File: src/rtl/pipeline_hazard_sequencer_pkg.sv
// Shared types for the pipeline hazard sequencer: FSM state encoding,
// branch opcodes and the branch-taken decode.
package pipeline_hazard_sequencer_pkg;

  typedef enum logic [1:0] {
    S_RUN     = 2'd0,
    S_LDSTALL = 2'd1,
    S_MEMWAIT = 2'd2
  } state_t;

  localparam logic [1:0] BR_NONE = 2'b00;
  localparam logic [1:0] BR_EQ   = 2'b01;
  localparam logic [1:0] BR_NE   = 2'b10;
  localparam logic [1:0] BR_JMP  = 2'b11;

  function automatic logic branch_taken(input logic [1:0] branch, input logic equal);
    logic taken;
    case (branch)
      BR_NONE: taken = 1'b0;
      BR_EQ:   taken = equal;
      BR_NE:   taken = ~equal;
      BR_JMP:  taken = 1'b1;
      default: taken = 1'b0;
    endcase
    return taken;
  endfunction

endpackage

File: src/rtl/pipeline_hazard_sequencer_if.sv
// Bundle between hazard detection / data memory (master) and the sequencer (slave).
interface pipeline_hazard_sequencer_if;

  // Handshake: dmem_req marks a MEM-stage access; the access completes in any
  // cycle where dmem_ready is also high. req without ready stalls the pipe.
  logic       ld_use_hz;
  logic [1:0] branch;
  logic       equal;
  logic       dmem_req;
  logic       dmem_ready;

  logic       pc_write;
  logic       IF_ID_write;
  logic       mux_hz_unit;
  logic       flush;
  logic       pipe_hold;
  logic       mem_err;

  modport master (
    output ld_use_hz, branch, equal, dmem_req, dmem_ready,
    input  pc_write, IF_ID_write, mux_hz_unit, flush, pipe_hold, mem_err
  );

  modport slave (
    input  ld_use_hz, branch, equal, dmem_req, dmem_ready,
    output pc_write, IF_ID_write, mux_hz_unit, flush, pipe_hold, mem_err
  );

endinterface

File: src/rtl/pipeline_hazard_sequencer_hz_sat_counter.sv
// Saturating event counter for hazard statistics; only built with HZ_STATS_EN.
`ifdef HZ_STATS_EN
module pipeline_hazard_sequencer_hz_sat_counter #(
  parameter int CNT_W = 16
) (
  input  logic             clk,
  input  logic             rst_n,
  input  logic             inc,
  output logic [CNT_W-1:0] count
);

  always_ff @(posedge clk) begin
    if (!rst_n) begin
      count <= '0;
    end else if (inc && (count != {CNT_W{1'b1}})) begin
      count <= count + 1'b1;
    end
  end

endmodule
`endif

File: src/rtl/pipeline_hazard_sequencer.sv
// Stall / bubble / flush / memory-freeze sequencer for the 5-stage MIPS pipe.
// Define HZ_STATS_EN to add saturating bubble, flush and hold cycle counters.
module pipeline_hazard_sequencer
  import pipeline_hazard_sequencer_pkg::*;
#(
  parameter int LD_STALL_CYC = 1,
  parameter int MEM_TIMEOUT  = 15,
  parameter int CNT_W        = 16
) (
  input  logic                            clk,
  input  logic                            rst_n,
  pipeline_hazard_sequencer_if.slave      hz,
  output state_t                          dbg_state
`ifdef HZ_STATS_EN
  ,
  output logic [CNT_W-1:0]                ld_stall_cnt,
  output logic [CNT_W-1:0]                flush_cnt,
  output logic [CNT_W-1:0]                mem_wait_cnt
`endif
);

  if ((LD_STALL_CYC < 1) || (LD_STALL_CYC > 7) ||
      (MEM_TIMEOUT < 1) || (MEM_TIMEOUT > 255) || (CNT_W < 1)) begin : g_bad_param
    $error("pipeline_hazard_sequencer: parameter out of range");
  end

  localparam logic [2:0] STALL_RELOAD = 3'(LD_STALL_CYC - 1);
  localparam logic [7:0] WAIT_LIMIT   = 8'(MEM_TIMEOUT);

  state_t     state, state_nx;
  logic [2:0] stall_cnt, stall_nx;
  logic [7:0] wait_cnt, wait_nx;
  logic       mem_err, err_set;
  logic       mem_stall, taken;
  logic       pc_w, ifid_w, mux_pass, flush_o, hold_o;

  assign mem_stall = hz.dmem_req & ~hz.dmem_ready;
  assign taken     = branch_taken(hz.branch, hz.equal);

  always_ff @(posedge clk) begin
    if (!rst_n) begin
      state     <= S_RUN;
      stall_cnt <= '0;
      wait_cnt  <= '0;
      mem_err   <= 1'b0;
    end else begin
      state     <= state_nx;
      stall_cnt <= stall_nx;
      wait_cnt  <= wait_nx;
      if (err_set) mem_err <= 1'b1;
    end
  end

  always_comb begin
    state_nx = state;
    stall_nx = stall_cnt;
    wait_nx  = wait_cnt;
    err_set  = 1'b0;
    pc_w     = 1'b1;
    ifid_w   = 1'b1;
    mux_pass = 1'b1;
    flush_o  = 1'b0;
    hold_o   = 1'b0;

    case (state)
      S_RUN: begin
        if (mem_stall) begin
          hold_o   = 1'b1;
          pc_w     = 1'b0;
          ifid_w   = 1'b0;
          wait_nx  = 8'd1;
          state_nx = S_MEMWAIT;
        end else if (hz.ld_use_hz) begin
          pc_w     = 1'b0;
          ifid_w   = 1'b0;
          mux_pass = 1'b0;
          if (LD_STALL_CYC > 1) begin
            stall_nx = STALL_RELOAD;
            state_nx = S_LDSTALL;
          end
        end else if (taken) begin
          flush_o = 1'b1;
        end
      end

      S_LDSTALL: begin
        // A memory freeze preempts the bubble; the remaining count is kept.
        if (mem_stall) begin
          hold_o   = 1'b1;
          pc_w     = 1'b0;
          ifid_w   = 1'b0;
          wait_nx  = 8'd1;
          state_nx = S_MEMWAIT;
        end else begin
          pc_w     = 1'b0;
          ifid_w   = 1'b0;
          mux_pass = 1'b0;
          stall_nx = (stall_cnt == 3'd0) ? 3'd0 : stall_cnt - 3'd1;
          if (stall_cnt <= 3'd1) state_nx = S_RUN;
        end
      end

      S_MEMWAIT: begin
        hold_o = 1'b1;
        pc_w   = 1'b0;
        ifid_w = 1'b0;
        if (hz.dmem_ready || (wait_cnt == WAIT_LIMIT)) begin
          err_set  = ~hz.dmem_ready;
          wait_nx  = 8'd0;
          state_nx = (stall_cnt != 3'd0) ? S_LDSTALL : S_RUN;
        end else begin
          wait_nx = wait_cnt + 8'd1;
        end
      end

      default: state_nx = S_RUN;
    endcase

    if (!rst_n) begin
      pc_w     = 1'b0;
      ifid_w   = 1'b0;
      mux_pass = 1'b0;
      flush_o  = 1'b0;
      hold_o   = 1'b0;
    end
  end

  assign hz.pc_write    = pc_w;
  assign hz.IF_ID_write = ifid_w;
  assign hz.mux_hz_unit = mux_pass;
  assign hz.flush       = flush_o;
  assign hz.pipe_hold   = hold_o;
  assign hz.mem_err     = mem_err;
  assign dbg_state      = state;

`ifdef HZ_STATS_EN
  pipeline_hazard_sequencer_hz_sat_counter #(.CNT_W(CNT_W)) u_bubble_cnt (
    .clk(clk), .rst_n(rst_n), .inc(rst_n & ~mux_pass), .count(ld_stall_cnt)
  );
  pipeline_hazard_sequencer_hz_sat_counter #(.CNT_W(CNT_W)) u_flush_cnt (
    .clk(clk), .rst_n(rst_n), .inc(flush_o), .count(flush_cnt)
  );
  pipeline_hazard_sequencer_hz_sat_counter #(.CNT_W(CNT_W)) u_hold_cnt (
    .clk(clk), .rst_n(rst_n), .inc(hold_o), .count(mem_wait_cnt)
  );
`endif

endmodule

File: src/flat_wrapper.sv
// flat-port wrapper written by rule: the top's interface ports become plain ports
module pipeline_hazard_sequencer_flat import pipeline_hazard_sequencer_pkg::*;
#(
  parameter int LD_STALL_CYC = 1,
  parameter int MEM_TIMEOUT  = 15,
  parameter int CNT_W        = 16
)
  (clk, rst_n, dbg_state, hz_ld_use_hz, hz_branch, hz_equal, hz_dmem_req, hz_dmem_ready, hz_pc_write, hz_IF_ID_write, hz_mux_hz_unit, hz_flush, hz_pipe_hold, hz_mem_err);
  pipeline_hazard_sequencer_if hz_i ();
  input  logic clk;
  input  logic rst_n;
  output state_t dbg_state;
  input wire logic [$bits(hz_i.ld_use_hz)-1:0] hz_ld_use_hz;
  input wire logic [$bits(hz_i.branch)-1:0] hz_branch;
  input wire logic [$bits(hz_i.equal)-1:0] hz_equal;
  input wire logic [$bits(hz_i.dmem_req)-1:0] hz_dmem_req;
  input wire logic [$bits(hz_i.dmem_ready)-1:0] hz_dmem_ready;
  output wire logic [$bits(hz_i.pc_write)-1:0] hz_pc_write;
  output wire logic [$bits(hz_i.IF_ID_write)-1:0] hz_IF_ID_write;
  output wire logic [$bits(hz_i.mux_hz_unit)-1:0] hz_mux_hz_unit;
  output wire logic [$bits(hz_i.flush)-1:0] hz_flush;
  output wire logic [$bits(hz_i.pipe_hold)-1:0] hz_pipe_hold;
  output wire logic [$bits(hz_i.mem_err)-1:0] hz_mem_err;
  assign hz_i.ld_use_hz = hz_ld_use_hz;
  assign hz_i.branch = hz_branch;
  assign hz_i.equal = hz_equal;
  assign hz_i.dmem_req = hz_dmem_req;
  assign hz_i.dmem_ready = hz_dmem_ready;
  assign hz_pc_write = hz_i.pc_write;
  assign hz_IF_ID_write = hz_i.IF_ID_write;
  assign hz_mux_hz_unit = hz_i.mux_hz_unit;
  assign hz_flush = hz_i.flush;
  assign hz_pipe_hold = hz_i.pipe_hold;
  assign hz_mem_err = hz_i.mem_err;
  pipeline_hazard_sequencer #(.LD_STALL_CYC(LD_STALL_CYC), .MEM_TIMEOUT(MEM_TIMEOUT), .CNT_W(CNT_W)) u_core (.clk(clk), .rst_n(rst_n), .hz(hz_i), .dbg_state(dbg_state));
endmodule
File: config.mk
export PLATFORM = sky130hd
export DESIGN_NAME = pipeline_hazard_sequencer_flat
export DESIGN_NICKNAME = d
export VERILOG_FILES = /design/src/rtl/pipeline_hazard_sequencer_pkg.sv /design/src/rtl/pipeline_hazard_sequencer_if.sv /design/src/rtl/pipeline_hazard_sequencer_hz_sat_counter.sv /design/src/rtl/pipeline_hazard_sequencer.sv /design/src/flat_wrapper.sv
export SDC_FILE = /design/constraint.sdc
export NUM_CORES = 1
export LEC_CHECK = 0
export BUFFER_PORTS_ARGS = -buffer_cell sky130_fd_sc_hd__buf_2
export CORE_MARGIN = 3
export CORE_UTILIZATION = 48
export CTS_CLUSTER_DIAMETER = 50
export DETAILED_ROUTE_END_ITERATION = 10
export HOLD_SLACK_MARGIN = 0.12
export PLACE_DENSITY = 0.73
export SYNTH_ARGS = -nofsm -noshare
export SYNTH_HDL_FRONTEND = slang
export SYNTH_SLANG_ARGS = --single-unit
File: constraint.sdc
create_clock -name clk -period 1.75 [get_ports clk]
set_input_delay 0.175 -clock clk [delete_from_list [all_inputs] [get_ports clk]]
set_output_delay 0.175 -clock clk [all_outputs]
set_load 0.02 [all_outputs]
==> results of run 1 <==
worst register-to-register path, stage by stage, from the launching register on:
cell	delay, ns
dfxtp_4	0.41
inv_4	0.05
ha_4	0.16
nor2_4	0.11
mux2i_2	0.10
buf_12	0.16
or4_1	0.49
a21oi_1	0.15
routing by layer:
layer,vias to the layer above,global-route usage [%],wire [um]
met4,0,2.688,15
met1,361,20.40,765
met2,20,31.13,940
met5,-,0,0
li1,396,-,-
met3,4,6.015,71
layout by cell type (no fill, tap or decap), types with 3 or more instances in the layout:
cell	n
a21oi_1	6
buf_2	13
buf_4	6
clkbuf_4	3
dfxtp_1	12
ha_1	3
mux2i_1	5
nand2_1	6
nor2_1	5
o21a_1	4
o21ai_0	7
or3_1	4
layout make-up:
type	count	area, sq um
Timing Repair Buffer	20	130.1
Sequential cell	14	285.3
Inverter	4	17.52
Multi-Input combinational cell	75	571.8
Clock buffer	4	36.28
Fill cell	134	515.5
Tap cell	16	20.02
registers in the layout (all words and copies together) (netlist names):
register / flops
u_core.dbg_state: 2
u_core.hz.mem_err: 1
u_core.stall_cnt: 3
u_core.wait_cnt: 8
per-stage QoR:
stage | utilization, % | hold WS (ns) | cells | power [W] | instance area (sq um)
finish | 67.30 | 0.2488 | 133 | 0.0006886 | 1061
global route | 67.30 | 0.2603 | 133 | 0.0007196 | 1061
CTS | 66.03 | 0.2424 | 133 | 0.0006887 | 1041
detailed placement | 62.30 | 0.4503 | 129 | 0.0004574 | 982.2
global placement | 62.30 | 0.4419 | 129 | 0.0004546 | 982.2
floorplan | - | 0.3339 | 96 | 0.0004147 | 855.8
cell families (layout without fill, tap and decap cells):
kind of cell               after synthesis  after routing  synth area share, %
AOI/OAI and AO/OA                       28             28                23.01
adders and majority gates                5              5                7.375
buffers and inverters                    7             28                3.981
DFF                                     14             14                33.04
muxes                                    6              6                7.522
and+or+nand+nor                         36             36                25.08
worst max-delay path by stage:
stage / start / to / slack (ns) / depth (start not counted)
after floorplan: u_core.dbg_state[1] / u_core.wait_cnt[0] / 0.03 / 7
after global placement: u_core.dbg_state[1] / u_core.wait_cnt[6] / 0.08 / 7
after detailed placement: u_core.dbg_state[1] / u_core.wait_cnt[7] / 0.02 / 7
after CTS: u_core.dbg_state[0] / u_core.wait_cnt[7] / 0.007 / 7
after global routing: u_core.dbg_state[0] / u_core.wait_cnt[6] / 0.003 / 7
final: u_core.dbg_state[0] / u_core.wait_cnt[7] / 0.05 / 7
power by group through the flow:
stage	Sequential [W]	Clock, W	Combinational (W)
5_1_grt	0.000328	0.000247	0.000145
2_1_floorplan	0.000337	0	0.0000773
4_1_cts	0.000327	0.000236	0.000126
6_report	0.000327	0.000229	0.000133
3_5_place_dp	0.000335	0	0.000122
3_3_place_gp	0.000335	0	0.000120
repair_timing:
action	CTS	global route
endpoints found under the setup margin	3	6
resized for setup	4	6
buffers inserted	0	0
pin swaps	0	1
==> out/metrics.yaml, run 1 <==
outcome:
  status: "finished, final reports clean"
clocking:
  cts_htree_levels: 1
  cts_hold_buf: 0
  cts.sinks: 14
  numCtsBuffers: 3
  ctsLongestPathBuffers: 2
  root_buffer: "clkbuf_4"
  clkTransAtPathRegs_ns: 0.08
  worstSkewPairLatency_ns: 0.27
  tritoncts: "built"
grt:
  grt_use_total_pct: 17.47
  antenna_found_initial: 0
  grt_max_degree: 16
  grt_pass1_vias: 670
  grt_first_pass_wirelength_mm: 2.822
  grt.overflow.total: 0
timing:
  fmax_ghz: 0.5899
  timing.final.ws_setup_ns: 0.05489
  rsz0062_at_grt: "no"
  period_share_pct: 96.86
  setup_viol: 0
  period_needed_ns: 1.695
  hold_viol: 0
  skew_ns: 0.003478
  setup_tns_ns: 0
  slew-limit-headroom_pct: 80.96
  slew_violations: 0
  tightestPinTransition_ns: 0.2821
critical_path:
  r2r_slack_ns: 0.05
  crit_buf_inv: 2
  start_kind: "flip-flop"
  crit_required_ns: 1.96
  crit_chain: "inv_4 -> ha_4 -> nor2_4 -> mux2i_2 -> buf_12 -> or4_1 -> a21oi_1"
  r2r_cells: 7
  path_class: "flip-flop to flip-flop"
  crit_family: "simple AND/OR/NAND/NOR gates"
  end_kind: "flip-flop"
  path_max_fanout: 15
  arrival_ns: 1.90
  critical_path.max_stage_delay_ns: 0.49
  critical_path.slowest_cell: "or4_1"
  r2r_start: "u_core.dbg_state[0]"
  timing.rr.end: "u_core.wait_cnt[7]"
worst_hold_path:
  hold_class: "input port to flip-flop"
  hold_start: "rst_n"
  worstHoldEndpoint: "u_core.stall_cnt[0]"
  hold_depth: 2
synthesis:
  ys.flop_type: "dfxtp_1"
  syn_inst: 96
  postSynthAreaPerCell_sq_um: 8.837
  yosys.area.top_type: "dfxtp_1"
  async_reset_ff_share_pct: 0
  ys_types: 37
  netlist_area_sq_um: 848.3
  ys_ff_latch: 14
  synth.area.top_cells: "dfxtp_1, ha_1, mux2i_1"
  synth_most_common_cell: "dfxtp_1"
  synth_edf_count: 0
  yosys_warnings: 0
  syn-num-nets: 109
  synth.top_cell.area_share_pct: 33.04
  ys_seq_area_share_pct: 33.04
  synth.top_cells.by_count: "dfxtp_1, o21ai_0, a21oi_1, nand2_1"
route:
  vias_per_cell: 5.872
  detail_route.wl_per_cell_um: 13.48
  drt_iter0_drc: 6
  totalWireLength_mm: 1.793
  drc: 0
  firstDrtPassIters: 5
  final_antenna_net_count: 0
  via_count: 781
placement:
  io_buffer_count: 15
  dpl_worst_slack_ns: 0.02469
  gp_congestion: 0.7824
  dpl.hpwl_mm: 1.319
die:
  fp.dieArea_sq_um: 2308
  die_x_um: 48.04
  initial_utilization_pct: 53.81
  io_pins: 16
  coreArea_sq_um: 1577
  die_h_um: 48.04
  rows: 14
layout:
  finalNetCount: 131
  layout-drive-gt1-share_pct: 33.33
  area_growth_pct: 25.07
  diodes: 0
power_and_ir_drop:
  p_leak_nw: 0.4462
  switching_share_pct: 25.72
  power_switching_w: 0.0001771
  p_int_w: 0.0005115
  clkPwrFrac_pct: 33.2
  p_seq_share_pct: 47.4
  vdd_drop_max_v: 0.0004365
  comb_power_share_pct: 19.4
  power.density_nw_per_um2: 649.0
flow_run:
  drv_cap: 0
(Power assumes the default switching activity.)
==> run 2, diff against run 1 <==
--- a/config.mk
+++ b/config.mk
@@ -7,7 +7,7 @@
 export LEC_CHECK = 0
 export BUFFER_PORTS_ARGS = -buffer_cell sky130_fd_sc_hd__buf_2
 export CORE_MARGIN = 3
-export CORE_UTILIZATION = 48
+export CORE_UTILIZATION = 50
 export CTS_CLUSTER_DIAMETER = 50
 export DETAILED_ROUTE_END_ITERATION = 10
 export HOLD_SLACK_MARGIN = 0.12
==> constraint.sdc (replaced) <==
create_clock -name clk -period 2.2 [get_ports clk]
set_input_delay 0.22 -clock clk [delete_from_list [all_inputs] [get_ports clk]]
set_output_delay 0.22 -clock clk [all_outputs]
set_load 0.02 [all_outputs]
==> run 2 against run 1 <==
Flip-flop and latch count unchanged. Hold slack improved by 0.033 ns. Non-clock buffer count decreased by 4. Combinational power down 35%. Count of clock-buffer cells in the layout unchanged. Total power decreased by 22%. Critical path type unchanged.
==> out/metrics.yaml, run 2 (synthesized netlist as in run 1, its figures left out) <==
outcome:
  status: "finished, final reports clean"
grt:
  grt_first_pass_wirelength_mm: 2.870
  grt_max_degree: 14
  antenna_found_initial: 0
  grt_pass1_vias: 716
  grt.overflow.total: 0
  use_met2_pct: 32.52
  grtUsageMet1_pct: 20.14
  met3_usage_pct: 5.364
  grt_use_total_pct: 18.40
  busiest_layer: "met2"
layout:
  diodes: 0
  largest_reg_flops: 8
  layout-drive-gt1-share_pct: 23.89
  layout_commonest_cell: "buf_2"
  fill_cells: 150
  top_register: "u_core.wait_cnt"
  layout_common_cells: "buf_2, dfxtp_1, o21ai_0, nand2_1, a21oi_1"
  area_growth_pct: 14.16
  finalNetCount: 127
critical_path:
  end_kind: "flip-flop"
  path_max_fanout: 10
  arrival_ns: 2.17
  path_class: "flip-flop to flip-flop"
  start_kind: "flip-flop"
  crit_required_ns: 2.38
timing:
  period_share_pct: 90.56
  slew-limit-headroom_pct: 71.08
  fmax_ghz: 0.5019
  setup_tns_ns: 0
  setup_viol: 0
  rsz0062_at_grt: "no"
  tightestPinTransition_ns: 0.4254
  skew_ns: 0.0008496
  period_needed_ns: 1.992
  timing.final.ws_setup_ns: 0.2076
  hold_viol: 0
  slew_violations: 0
die:
  io_pins: 16
  fp.dieArea_sq_um: 2227
  coreArea_sq_um: 1559
  die_x_um: 47.19
  initial_utilization_pct: 54.41
  rows: 14
  die_h_um: 47.19
worst_hold_path:
  hold_class: "input port to flip-flop"
flow_run:
  drv_cap: 0
placement:
  dpl_worst_slack_ns: 0.2539
  gp_congestion: 0.7428
  io_buffer_count: 15
route:
  detail_route.wl_per_cell_um: 14.31
  drc: 0
  drt_iter0_drc: 13
  totalWireLength_mm: 1.846
  via_count: 771
  vias_per_cell: 5.977
  final_antenna_net_count: 0
  firstDrtPassIters: 4
clocking:
  root_buffer: "clkbuf_4"
  clkTransAtPathRegs_ns: 0.09
  tritoncts: "built"
  worstSkewPairLatency_ns: 0.28
  cts_htree_levels: 1
  ctsLongestPathBuffers: 2
  numCtsBuffers: 3
  post_cts_resized: 0
  postCtsSetupBuffers: 0
  cts_hold_buf: 0
  cts.sinks: 14
power_and_ir_drop:
  power.density_nw_per_um2: 554.6
  p_leak_nw: 0.4078
  vdd_drop_max_v: 0.0004690
-- run 2: layout make-up --
| cell class | instances | area, sq um | area share (%) |
|---|---|---|---|
| Multi-Input combinational cell | 75 | 534.3 | 55.17 |
| Sequential cell | 14 | 280.3 | 28.94 |
| Timing Repair Buffer | 16 | 82.58 | 8.527 |
| Clock buffer | 4 | 36.28 | 3.747 |
| Tap cell | 16 | 20.02 | 2.067 |
| Inverter | 4 | 15.01 | 1.550 |
-- run 2: power by group --
group          switching [W]  leakage, nW  internal (W)
logic              0.0000507        0.274     0.0000356
clock network      0.0000891       0.0210      0.000101
registers         0.00000402        0.113      0.000257
total               0.000144        0.408      0.000393
-- run 2: final timing paths --
path | start | end | slack, ns | depth (start not counted)
hold reg to reg | u_core.hz.mem_err | u_core.hz.mem_err | 0.47 | 1
setup / recovery | u_core.dbg_state[0] | u_core.wait_cnt[1] | 0.21 | 7
hold / removal | rst_n | u_core.stall_cnt[0] | 0.28 | 2
setup reg to reg | u_core.dbg_state[0] | u_core.wait_cnt[1] | 0.21 | 7
-- run 2: through the flow --
step                      instance area [sq um]  hold slack (ns)  total power, W  cells  util (%)
after detailed placement                  932.1           0.4530       0.0003523    125     59.79
after CTS                                 968.4           0.2761       0.0005421    129     62.12
after floorplan                           848.3           0.3789       0.0003290     96         -
after global routing                      968.4           0.2750       0.0005631    129     62.12
after global placement                    932.1           0.4471       0.0003505    125     59.79
final                                     968.4           0.2817       0.0005371    129     62.12
-- run 2: worst max-delay path: stages (launching register included) --
cell     delay, ns
dfxtp_1       0.43
inv_1         0.10
ha_1          0.30
nor2_4        0.14
mux2i_2       0.43
buf_4         0.23
mux2i_1       0.19
nor2_1        0.05
-- run 2: metal layers --
metal / vias up / share of wire, %
met1: 359 / 43
met4: 0 / 1.8
met5: - / 0
li1: 387 / -
met2: 17 / 52
met3: 8 / 3.5
==> run 3, diff against run 2 <==
--- a/config.mk
+++ b/config.mk
@@ -10,8 +10,10 @@
 export CORE_UTILIZATION = 50
 export CTS_CLUSTER_DIAMETER = 50
 export DETAILED_ROUTE_END_ITERATION = 10
+export GPL_ROUTABILITY_DRIVEN = 0
 export HOLD_SLACK_MARGIN = 0.12
 export PLACE_DENSITY = 0.73
+export SETUP_SLACK_MARGIN = 0.4
 export SYNTH_ARGS = -nofsm -noshare
 export SYNTH_HDL_FRONTEND = slang
 export SYNTH_SLANG_ARGS = --single-unit
==> constraint.sdc (replaced) <==
create_clock -name clk -period 2 [get_ports clk]
set_input_delay 0.2 -clock clk [delete_from_list [all_inputs] [get_ports clk]]
set_output_delay 0.2 -clock clk [all_outputs]
set_load 0.02 [all_outputs]
==> run 3 against run 2 <==
Total power up 5.5%. Die area unchanged. Flip-flop and latch count unchanged. Critical path depth down 2. First-iteration DRC count down 15%. Count of clock-buffer cells in the layout down 1. Clock power down 15%. Largest power group unchanged.
==> out/metrics.yaml, run 3 (synthesized netlist as in run 1, its figures left out) <==
critical_path:
  timing.rr.end: "u_core.wait_cnt[2]"
  arrival_ns: 1.39
  start_kind: "flip-flop"
  end_kind: "output port"
  r2r_start: "u_core.dbg_state[1]"
  r2r_cells: 8
  startpoint: "u_core.dbg_state[0]"
  path_max_fanout: 6
  r2r_slack_ns: 0.42
  crit_required_ns: 1.80
  path_class: "flip-flop to output port"
grt:
  grt.overflow.total: 0
  grt_max_degree: 14
  grt_use_total_pct: 18.87
  grt_pass1_vias: 711
  antenna_found_initial: 0
  grt_first_pass_wirelength_mm: 2.877
timing:
  period_needed_ns: 1.590
  period_share_pct: 79.48
  slew-limit-headroom_pct: 80.46
  setup_viol: 0
  hold_viol: 0
  tightestPinTransition_ns: 0.2894
  skew_ns: 0.001463
  setup_tns_ns: 0
  timing.final.ws_setup_ns: 0.4103
  fin_hold_ws_ns: 0.2730
  rsz0062_at_grt: "yes"
  fmax_ghz: 0.6291
  slew_violations: 0
layout:
  area_growth_pct: 28.32
  layout-drive-gt1-share_pct: 35.00
  layout_common_cells: "buf_2, dfxtp_1"
  fill_cells: 126
  final_core_util_pct: 69.82
  top_register: "u_core.wait_cnt"
  final_cells: 136
  diodes: 0
  largest_reg_flops: 8
  finalNetCount: 134
worst_hold_path:
  hold_start: "rst_n"
  worstHoldEndpoint: "u_core.stall_cnt[0]"
  hold_depth: 2
  hold_class: "input port to flip-flop"
die:
  rows: 14
  die_h_um: 47.19
  die_x_um: 47.19
  fp.dieArea_sq_um: 2227
  io_pins: 16
  initial_utilization_pct: 54.41
  coreArea_sq_um: 1559
power_and_ir_drop:
  p_int_w: 0.0004101
  power_switching_w: 0.0001566
  comb_power_share_pct: 20.9
  p_seq_share_pct: 50.6
  switching_share_pct: 27.63
  vdd_drop_max_v: 0.0003540
  power.density_nw_per_um2: 520.6
  p_leak_nw: 0.4501
  clkPwrFrac_pct: 28.5
route:
  final_antenna_net_count: 0
  firstDrtPassIters: 4
  vias_per_cell: 5.721
  totalWireLength_mm: 1.823
  via_count: 778
  detail_route.wl_per_cell_um: 13.40
  drt_iter0_drc: 11
  drc: 0
clocking:
  worstSkewPairLatency_ns: 0.28
  ctsLongestPathBuffers: 2
  tritoncts: "built"
  root_buffer: "clkbuf_4"
  clkTransAtPathRegs_ns: 0.08
  cts_htree_levels: 1
  numCtsBuffers: 3
  cts_hold_buf: 0
  cts.sinks: 14
placement:
  dpl_worst_slack_ns: 0.2471
  dpl.hpwl_mm: 1.232
  io_buffer_count: 15
  dp_cells: 125
outcome:
  status: "finished, final reports clean"
flow_run:
  drv_cap: 0
run 3: changes by cell type in the layout (fill, tap and decap cells not counted), sizes merged:
cell,delta
clkinv,+1
buf,+7
clkbuf,-1
run 3: metrics by stage:
stage,power [W],cell area (sq um)
2_1_floorplan,0.0003653,887.1
3_3_place_gp,0.0003896,970.9
3_5_place_dp,0.0003900,970.9
4_1_cts,0.0005655,1056
5_1_grt,0.0005962,1089
6_report,0.0005667,1089
run 3: layer usage:
metal	global-route usage (%)	wire [um]
met5	0	0
met4	11.05	39
met1	21.97	810
met2	31.17	918
met3	4.598	55
run 3: cell type report:
cell class | instances | area, sq um | share of cell area (%)
clock inverters | 1 | 3.754 | 0.3448
clock buffers | 3 | 22.52 | 2.069
inverters | 4 | 20.02 | 1.839
repair buffers | 23 | 165.2 | 15.17
well taps | 16 | 20.02 | 1.839
flip-flops and latches | 14 | 287.8 | 26.44
multi-input cells | 75 | 569.3 | 52.30
run 3: worst max-delay path, cell delays in order (launching register included):
cell      delay, ns
dfxtp_4        0.39
inv_4          0.05
ha_4           0.18
nand2b_1       0.14
and3_1         0.20
buf_2          0.16
run 3: power groups by stage:
stage	clock [W]	sequential, W	combinational, W
2_1_floorplan	0	0.000294	0.0000716
3_3_place_gp	0	0.000293	0.0000964
3_5_place_dp	0	0.000293	0.0000971
4_1_cts	0.000170	0.000286	0.000109
5_1_grt	0.000180	0.000287	0.000130
6_report	0.000162	0.000286	0.000118
run 3: worst max-delay path by stage:
stage,depth (start not counted),to
global placement,7,u_core.wait_cnt[6]
finish,5,hz_IF_ID_write
floorplan,7,u_core.wait_cnt[0]
global route,8,u_core.wait_cnt[2]
CTS,7,u_core.wait_cnt[0]
detailed placement,7,u_core.wait_cnt[6]
run 3: repair_timing:
action | CTS | global route
pin swaps | 8 | 3
cloned | 1 | 0
buffers inserted | 6 | 0
resized for setup | 4 | 13
setup endpoints to repair | 9 | 13
